## config.mk

```make
export PLATFORM = sky130hd
export DESIGN_NAME = branch_resolve_unit
export DESIGN_NICKNAME = d
export VERILOG_FILES = /design/src/rtl/branch_resolve_unit_pkg.sv /design/src/rtl/branch_resolve_unit_bht.sv /design/src/rtl/branch_resolve_unit.sv
export SDC_FILE = /design/constraint.sdc
export NUM_CORES = 1
export LEC_CHECK = 0
export ABC_AREA = 1
export CORE_MARGIN = 3
export CORE_UTILIZATION = 55
export CTS_BUF_LIST = sky130_fd_sc_hd__clkbuf_4
export DETAILED_ROUTE_END_ITERATION = 12
export GPL_TIMING_DRIVEN = 1
export PLACE_DENSITY_LB_ADDON = 0.08
export SLEW_MARGIN = 10
export SYNTH_ARGS = -nofsm -noshare
export SYNTH_HDL_FRONTEND = slang
export SYNTH_HIERARCHICAL = 1
export SYNTH_SLANG_ARGS = --single-unit
```

## constraint.sdc

```tcl
create_clock -name clk -period 4.6 [get_ports clk]
set_input_delay 0.46 -clock clk [delete_from_list [all_inputs] [get_ports clk]]
set_output_delay 0.46 -clock clk [all_outputs]
set_load 0.01 [all_outputs]
```

## src/rtl/branch_resolve_unit_pkg.sv

```systemverilog
// Shared constants and helpers for the branch resolve unit: func3 encodings,
// BHT reset value, compare-flag bundle, direction decode and counter update.
package branch_resolve_unit_pkg;

   localparam logic [2:0] BR_BEQ  = 3'b000;
   localparam logic [2:0] BR_BNE  = 3'b001;
   localparam logic [2:0] BR_BLT  = 3'b100;
   localparam logic [2:0] BR_BGE  = 3'b101;
   localparam logic [2:0] BR_BLTU = 3'b110;
   localparam logic [2:0] BR_BGEU = 3'b111;

   localparam logic [1:0] BHT_INIT = 2'b01;

   typedef struct packed {
      logic z;
      logic c;
      logic s;
      logic v;
   } cmp_flags_t;

   function automatic logic func3_illegal(input logic [2:0] f3);
      return (f3 == 3'b010) || (f3 == 3'b011);
   endfunction

   function automatic logic resolve_dir(input logic [2:0] f3, input cmp_flags_t fl);
      logic taken;
      case (f3)
         BR_BEQ:  taken = fl.z;
         BR_BNE:  taken = ~fl.z;
         BR_BLT:  taken = fl.s ^ fl.v;
         BR_BGE:  taken = ~(fl.s ^ fl.v);
         BR_BLTU: taken = ~fl.c;
         BR_BGEU: taken = fl.c;
         default: taken = 1'b0;
      endcase
      return taken;
   endfunction

   function automatic logic [1:0] sat_update(input logic [1:0] cnt, input logic taken);
      logic [1:0] nxt;
      if (taken) nxt = (cnt == 2'b11) ? cnt : cnt + 2'b01;
      else       nxt = (cnt == 2'b00) ? cnt : cnt - 2'b01;
      return nxt;
   endfunction

endpackage

```

## src/rtl/branch_resolve_unit_bht.sv

```systemverilog
// Branch history table: direct-mapped 2-bit saturating counters with a
// combinational lookup that sees a same-cycle update (write bypass).
module branch_resolve_unit_bht
   import branch_resolve_unit_pkg::*;
#(
   parameter int unsigned DEPTH = 64,
   parameter int unsigned IDX_W = $clog2(DEPTH)
) (
   input  logic             clk,
   input  logic             rst,
   input  logic [IDX_W-1:0] lk_idx,
   output logic             lk_taken,
   input  logic             upd_en,
   input  logic [IDX_W-1:0] upd_idx,
   input  logic             upd_taken
);

   logic [1:0] cnt_q [DEPTH];
   logic [1:0] upd_val;

   assign upd_val = sat_update(cnt_q[upd_idx], upd_taken);

   always_ff @(posedge clk or posedge rst) begin
      if (rst) begin
         for (int i = 0; i < int'(DEPTH); i++) cnt_q[i] <= BHT_INIT;
      end else if (upd_en) begin
         cnt_q[upd_idx] <= upd_val;
      end
   end

   assign lk_taken = (upd_en && (upd_idx == lk_idx)) ? upd_val[1] : cnt_q[lk_idx][1];

endmodule

```

## src/rtl/branch_resolve_unit.sv

```systemverilog
// Branch resolve unit: compare, direction/target resolve, one-deep output
// register with valid/ready, and BHT training. BR_PERF_EN adds perf counters.
module branch_resolve_unit
   import branch_resolve_unit_pkg::*;
#(
   parameter int unsigned XLEN      = 32,
   parameter int unsigned BHT_DEPTH = 64
) (
   input  logic            clk,
   input  logic            rst,
   input  logic [XLEN-1:0] lk_pc,
   output logic            lk_taken,
   input  logic            in_valid,
   output logic            in_ready,
   input  logic [2:0]      in_func3,
   input  logic [XLEN-1:0] in_pc,
   input  logic [XLEN-1:0] in_rs1,
   input  logic [XLEN-1:0] in_rs2,
   input  logic [XLEN-1:0] in_imm,
   input  logic            in_pred,
   output logic            out_valid,
   input  logic            out_ready,
   output logic            out_taken,
   output logic [XLEN-1:0] out_target,
   output logic            out_mispred,
`ifdef BR_PERF_EN
   output logic [31:0]     perf_branches,
   output logic [31:0]     perf_mispreds,
`endif
   output logic            out_illegal
);

   localparam int unsigned IDX_W = $clog2(BHT_DEPTH);

   logic [XLEN:0]     diff;
   cmp_flags_t        flags;
   logic              illegal;
   logic              dir;
   logic [XLEN-1:0]   target;

   always_comb begin
      // rs1 - rs2 as rs1 + ~rs2 + 1; carry out set means no borrow (rs1 >= rs2 unsigned)
      diff    = {1'b0, in_rs1} + {1'b0, ~in_rs2} + (XLEN+1)'(1);
      flags.c = diff[XLEN];
      flags.z = (diff[XLEN-1:0] == '0);
      flags.s = diff[XLEN-1];
      flags.v = (in_rs1[XLEN-1] != in_rs2[XLEN-1]) & (flags.s != in_rs1[XLEN-1]);
      illegal = func3_illegal(in_func3);
      dir     = ~illegal & resolve_dir(in_func3, flags);
      target  = dir ? (in_pc + in_imm) : (in_pc + XLEN'(4));
   end

   logic             out_valid_q;
   logic             out_taken_q;
   logic [XLEN-1:0]  out_target_q;
   logic             out_pred_q;
   logic             out_illegal_q;
   logic [IDX_W-1:0] out_idx_q;
   logic             capture;
   logic             drain;
   logic             upd_en;

   assign in_ready = ~out_valid_q | out_ready;
   assign capture  = in_valid & in_ready;
   assign drain    = out_valid_q & out_ready;
   assign upd_en   = drain & ~out_illegal_q;

   always_ff @(posedge clk or posedge rst) begin
      if (rst) begin
         out_valid_q   <= 1'b0;
         out_taken_q   <= 1'b0;
         out_target_q  <= '0;
         out_pred_q    <= 1'b0;
         out_illegal_q <= 1'b0;
         out_idx_q     <= '0;
      end else if (capture) begin
         out_valid_q   <= 1'b1;
         out_taken_q   <= dir;
         out_target_q  <= target;
         out_pred_q    <= in_pred;
         out_illegal_q <= illegal;
         out_idx_q     <= in_pc[IDX_W+1:2];
      end else if (drain) begin
         out_valid_q   <= 1'b0;
      end
   end

   assign out_valid   = out_valid_q;
   assign out_taken   = out_taken_q;
   assign out_target  = out_target_q;
   assign out_mispred = out_taken_q ^ out_pred_q;
   assign out_illegal = out_illegal_q;

   branch_resolve_unit_bht #(
      .DEPTH (BHT_DEPTH),
      .IDX_W (IDX_W)
   ) u_bht (
      .clk       (clk),
      .rst       (rst),
      .lk_idx    (lk_pc[IDX_W+1:2]),
      .lk_taken  (lk_taken),
      .upd_en    (upd_en),
      .upd_idx   (out_idx_q),
      .upd_taken (out_taken_q)
   );

   logic unused_lk_pc;
   assign unused_lk_pc = ^{lk_pc[XLEN-1:IDX_W+2], lk_pc[1:0]};

`ifdef BR_PERF_EN
   logic [31:0] perf_branches_q;
   logic [31:0] perf_mispreds_q;

   always_ff @(posedge clk or posedge rst) begin
      if (rst) begin
         perf_branches_q <= '0;
         perf_mispreds_q <= '0;
      end else if (upd_en) begin
         perf_branches_q <= perf_branches_q + 32'd1;
         if (out_mispred) perf_mispreds_q <= perf_mispreds_q + 32'd1;
      end
   end

   assign perf_branches = perf_branches_q;
   assign perf_mispreds = perf_mispreds_q;
`endif

endmodule

```

==> key figures <==
Logic synthesis
  – Async SR Flop Fraction: 100%
  – Post-synth top area share: 28.7%
  – Gate Count Post-Synth: 2,546
  – Distinct cells, synth: 46
  – Dominant cell type by area after synthesis: nand2_1
  – Syn Nets: 2,781
  – Ys flop type: dfrtp_1
  – Synth Warn #: 6
  – Synth top area cells: nand2_1 (29%), dfrtp_1 (18%), dfstp_2 (11%), inv_1 (9.2%), nand3_1 (5.7%)
  – FF+latch count, synth: 170
  – Mapped cell area: 15,100 um2
  – EDFF count, synth: 0
  – Sequential area share after synthesis: 28.7%
  – Post-Syn Area per Cell: 5.93 um2

STA
  – Slew @ Worst Pin: 939 ps
  – Fin crit share: 89.0%
  – Total negative slack: 0 ps
  – Setup violators final: 0
  – Max Slew Vio Count: 0
  – Final setup margin: 507 ps
  – Final hold vios: 0
  – Fin crit period: 4090 ps
  – RSZ-0062 raised after global routing: false
  – Slew margin rel.: 37.2%
  – Fmax: 244 MHz
  – Clock Skew: 50.0 ps

Worst setup path
  – Slowest CP cell: dfrtp_1
  – RR Startpoint: out_idx_q[2]
  – Crit path cell chain: inv_1 -> nor2_1 -> o211ai_1 -> nand2_1 -> o21ai_1 -> nand2_1 -> nor2_1 -> nand2_1 -> nand2_1 -> nand2_2 -> nand3_1 -> nand2_1 -> clkdlybuf4s50_1
  – CP required: 4140 ps
  – R2r endpoint: u_bht/cnt_q[24]
  – Worst path max stage delay: 830 ps
  – Worst setup EP type: output port
  – Kind of start point of the critical path: flip-flop
  – R2R depth: 13
  – Worst setup path class: flip-flop to output port
  – Top delay family on crit path: simple AND/OR/NAND/NOR gates
  – Crit. Startpoint: out_idx_q[2]
  – Crit path buf inv count: 2
  – R2R setup slack: 1200 ps
  – Crit Path Max Fanout: 15
  – Crit path arrival time: 3630 ps
  – Number of cells on the critical path: 13
  – CP dominant cell by count: nand2_1
  – CP endpoint: lk_taken

Floorplanning
  – Starting Density: 56.0%
  – Die Wd: 172 um
  – Site row count: 60
  – DIE AREA: 29,500 um2
  – Die Ht: 172 um
  – Core area: 27,000 um2
  – Ports: 206

Power
  – Lkg Pwr: 9.33 nW
  – Power share of the combinational group: 39.6%
  – Worst vdd ir: 157 uV
  – Sw Share: 42.4%
  – Int Pwr: 2.71 mW
  – Sequential power share: 39.5%
  – P_sw: 1.99 mW
  – Clk pwr share: 20.9%
  – PwrDens: 270 nW/um2

Detailed routing
  – Drt first pass iters: 10
  – DR DRC count: 0
  – Final ANT Viol Nets: 0
  – Final wirelength: 47,000 um
  – WL/cell: 15.5 um
  – Vias: 16,384
  – Vias per cell: 5.39
  – Initial DRC Count: 1,454

Clock network
  – Post-cts resize count: 0
  – Worst-Skew Late Latency: 580 ps
  – CTS tree: done
  – Clk buf depth: 2
  – CTS root buffer: clkbuf_4
  – H-tree levels: 4
  – CTS Hold Bufs: 0
  – Clock slew at reported path FFs: 200 ps
  – Post-CTS Setup Repair Bufs: 0
  – TritonCTS Buffers: 17
  – Clk sinks: 170

Placement
  – Pre-CTS WS: 392 ps
  – GP Congestion: 0.999
  – Post-DP HPWL: 34,600 um
  – Port Buffers: 179

Final layout
  – Layout cells sized above 1: 5.00%
  – Area added between synthesis and finish: 15.3%
  – Fin nets: 2,922
  – # fillers: 2,545

Job
  – Max-cap violations: 0

Global route
  – Antenna violations before repair: 1
  – Vias in the first global route: 15,553
  – Global route total overflow: 0
  – First-pass GRT wire length: 76,200 um
  – Largest net degree at the start of global routing: 81
  – Tot GR Track Use: 31.8%

Worst hold path
  – Min-delay worst type: primary input to asynchronous set/reset pin

Outcome
  – Run status: finished clean
[power groups by stage]
stage	Clock (mW)	Sequential, mW	Combinational, mW
5_1_grt	1.07	1.88	2.06
4_1_cts	0.996	1.85	1.84
6_report	0.980	1.86	1.86
3_5_place_dp	0	1.88	1.83
2_1_floorplan	0	1.87	1.19
3_3_place_gp	0	1.88	1.81
[cell usage in the layout, fill, tap and decap left out, drive strengths merged, types with 20 or more instances in the layout]
cell type,count
clkdlybuf4s50,179
nor3,27
buf,20
o21ai,49
nor2,208
nand2,1155
inv,381
dfrtp,106
xnor2,24
xor2,39
nand4,53
ha,64
nand3,173
a21oi,66
dfstp,64
[final cells by class]
type / count / area [um2] / area share (%)
antenna: 1 / 2.50 / 0.0144
clock buffer: 17 / 128 / 0.733
clock inverter: 15 / 196 / 1.13
inverter: 376 / 1410 / 8.12
multi-input combinational: 1923 / 8950 / 51.4
sequential: 170 / 4340 / 24.9
tap: 341 / 427 / 2.45
timing repair buffer: 199 / 1950 / 11.2
[routing by layer]
metal  share of wire (%)  up-vias  global-route usage, %
met4                 3.5        0                   11.0
met2                  46      744                   53.0
li1                    -     8126                      -
met1                  42     7395                   42.2
met5                   0        -                      0
met3                 8.6      119                   5.06
[flip-flops by register name, indices dropped and copies added, names as in the netlist]
register and cells:
out_target 32, out_valid 1, out_pred_q 1, out_idx_q 6
out_taken 1, out_illegal 1, u_bht/cnt_q 128
[metrics by stage]
stage	instances	power, mW	util, %	instance area (um2)	hold WS [ps]
6_report	3042	4.70	64.6	17400	368
5_1_grt	3042	5.01	64.6	17400	349
4_1_cts	3041	4.69	64.6	17400	364
3_5_place_dp	3009	3.70	63.4	17100	455
3_3_place_gp	3009	3.68	63.4	17100	453
2_1_floorplan	2546	3.06	-	15100	447
[how the worst min path moves through the flow]
stage,endpoint,slack (ps)
2_1_floorplan,u_bht/cnt_q[10],450
3_3_place_gp,u_bht/cnt_q[114],450
3_5_place_dp,u_bht/cnt_q[94],450
4_1_cts,out_target[0],360
5_1_grt,out_target[1],350
6_report,out_target[1],370
[cells by family (layout without fill, tap and decap cells)]
family	Yosys count	in the layout	share of synthesized area [%]
compound gates	158	158	5.99
buf+inv	453	607	12.1
fa+ha+maj	67	67	5.70
xor+xnor	63	63	3.66
simple gates	1635	1635	43.9
flops	170	170	28.7
other cells	0	1	0
[synth_stat cells (5+ instances only)]
master       n
nand2_1   1153
a21oi_1     66
buf_2       32
o31ai_1      7
xnor2_1     24
clkbuf_1    28
ha_1        64
a221oi_1     5
nand3_1    171
o21ai_1      9
dfstp_2     64
buf_4        5
nand4_1     52
nor3_1      25
o21ai_0     39
dfrtp_1    106
o211ai_1    14
inv_1      371
nor2_1     205
buf_6        8
nor4_1       7
xor2_1      39
[worst reg2reg max path: cells and delay by family (launching register included)]
kind            cells  cell delay [ps]
compound gates      2              320
buf+inv             2              530
flops               1              830
simple gates        9             1670
Power figures use the tool's default switching activity.
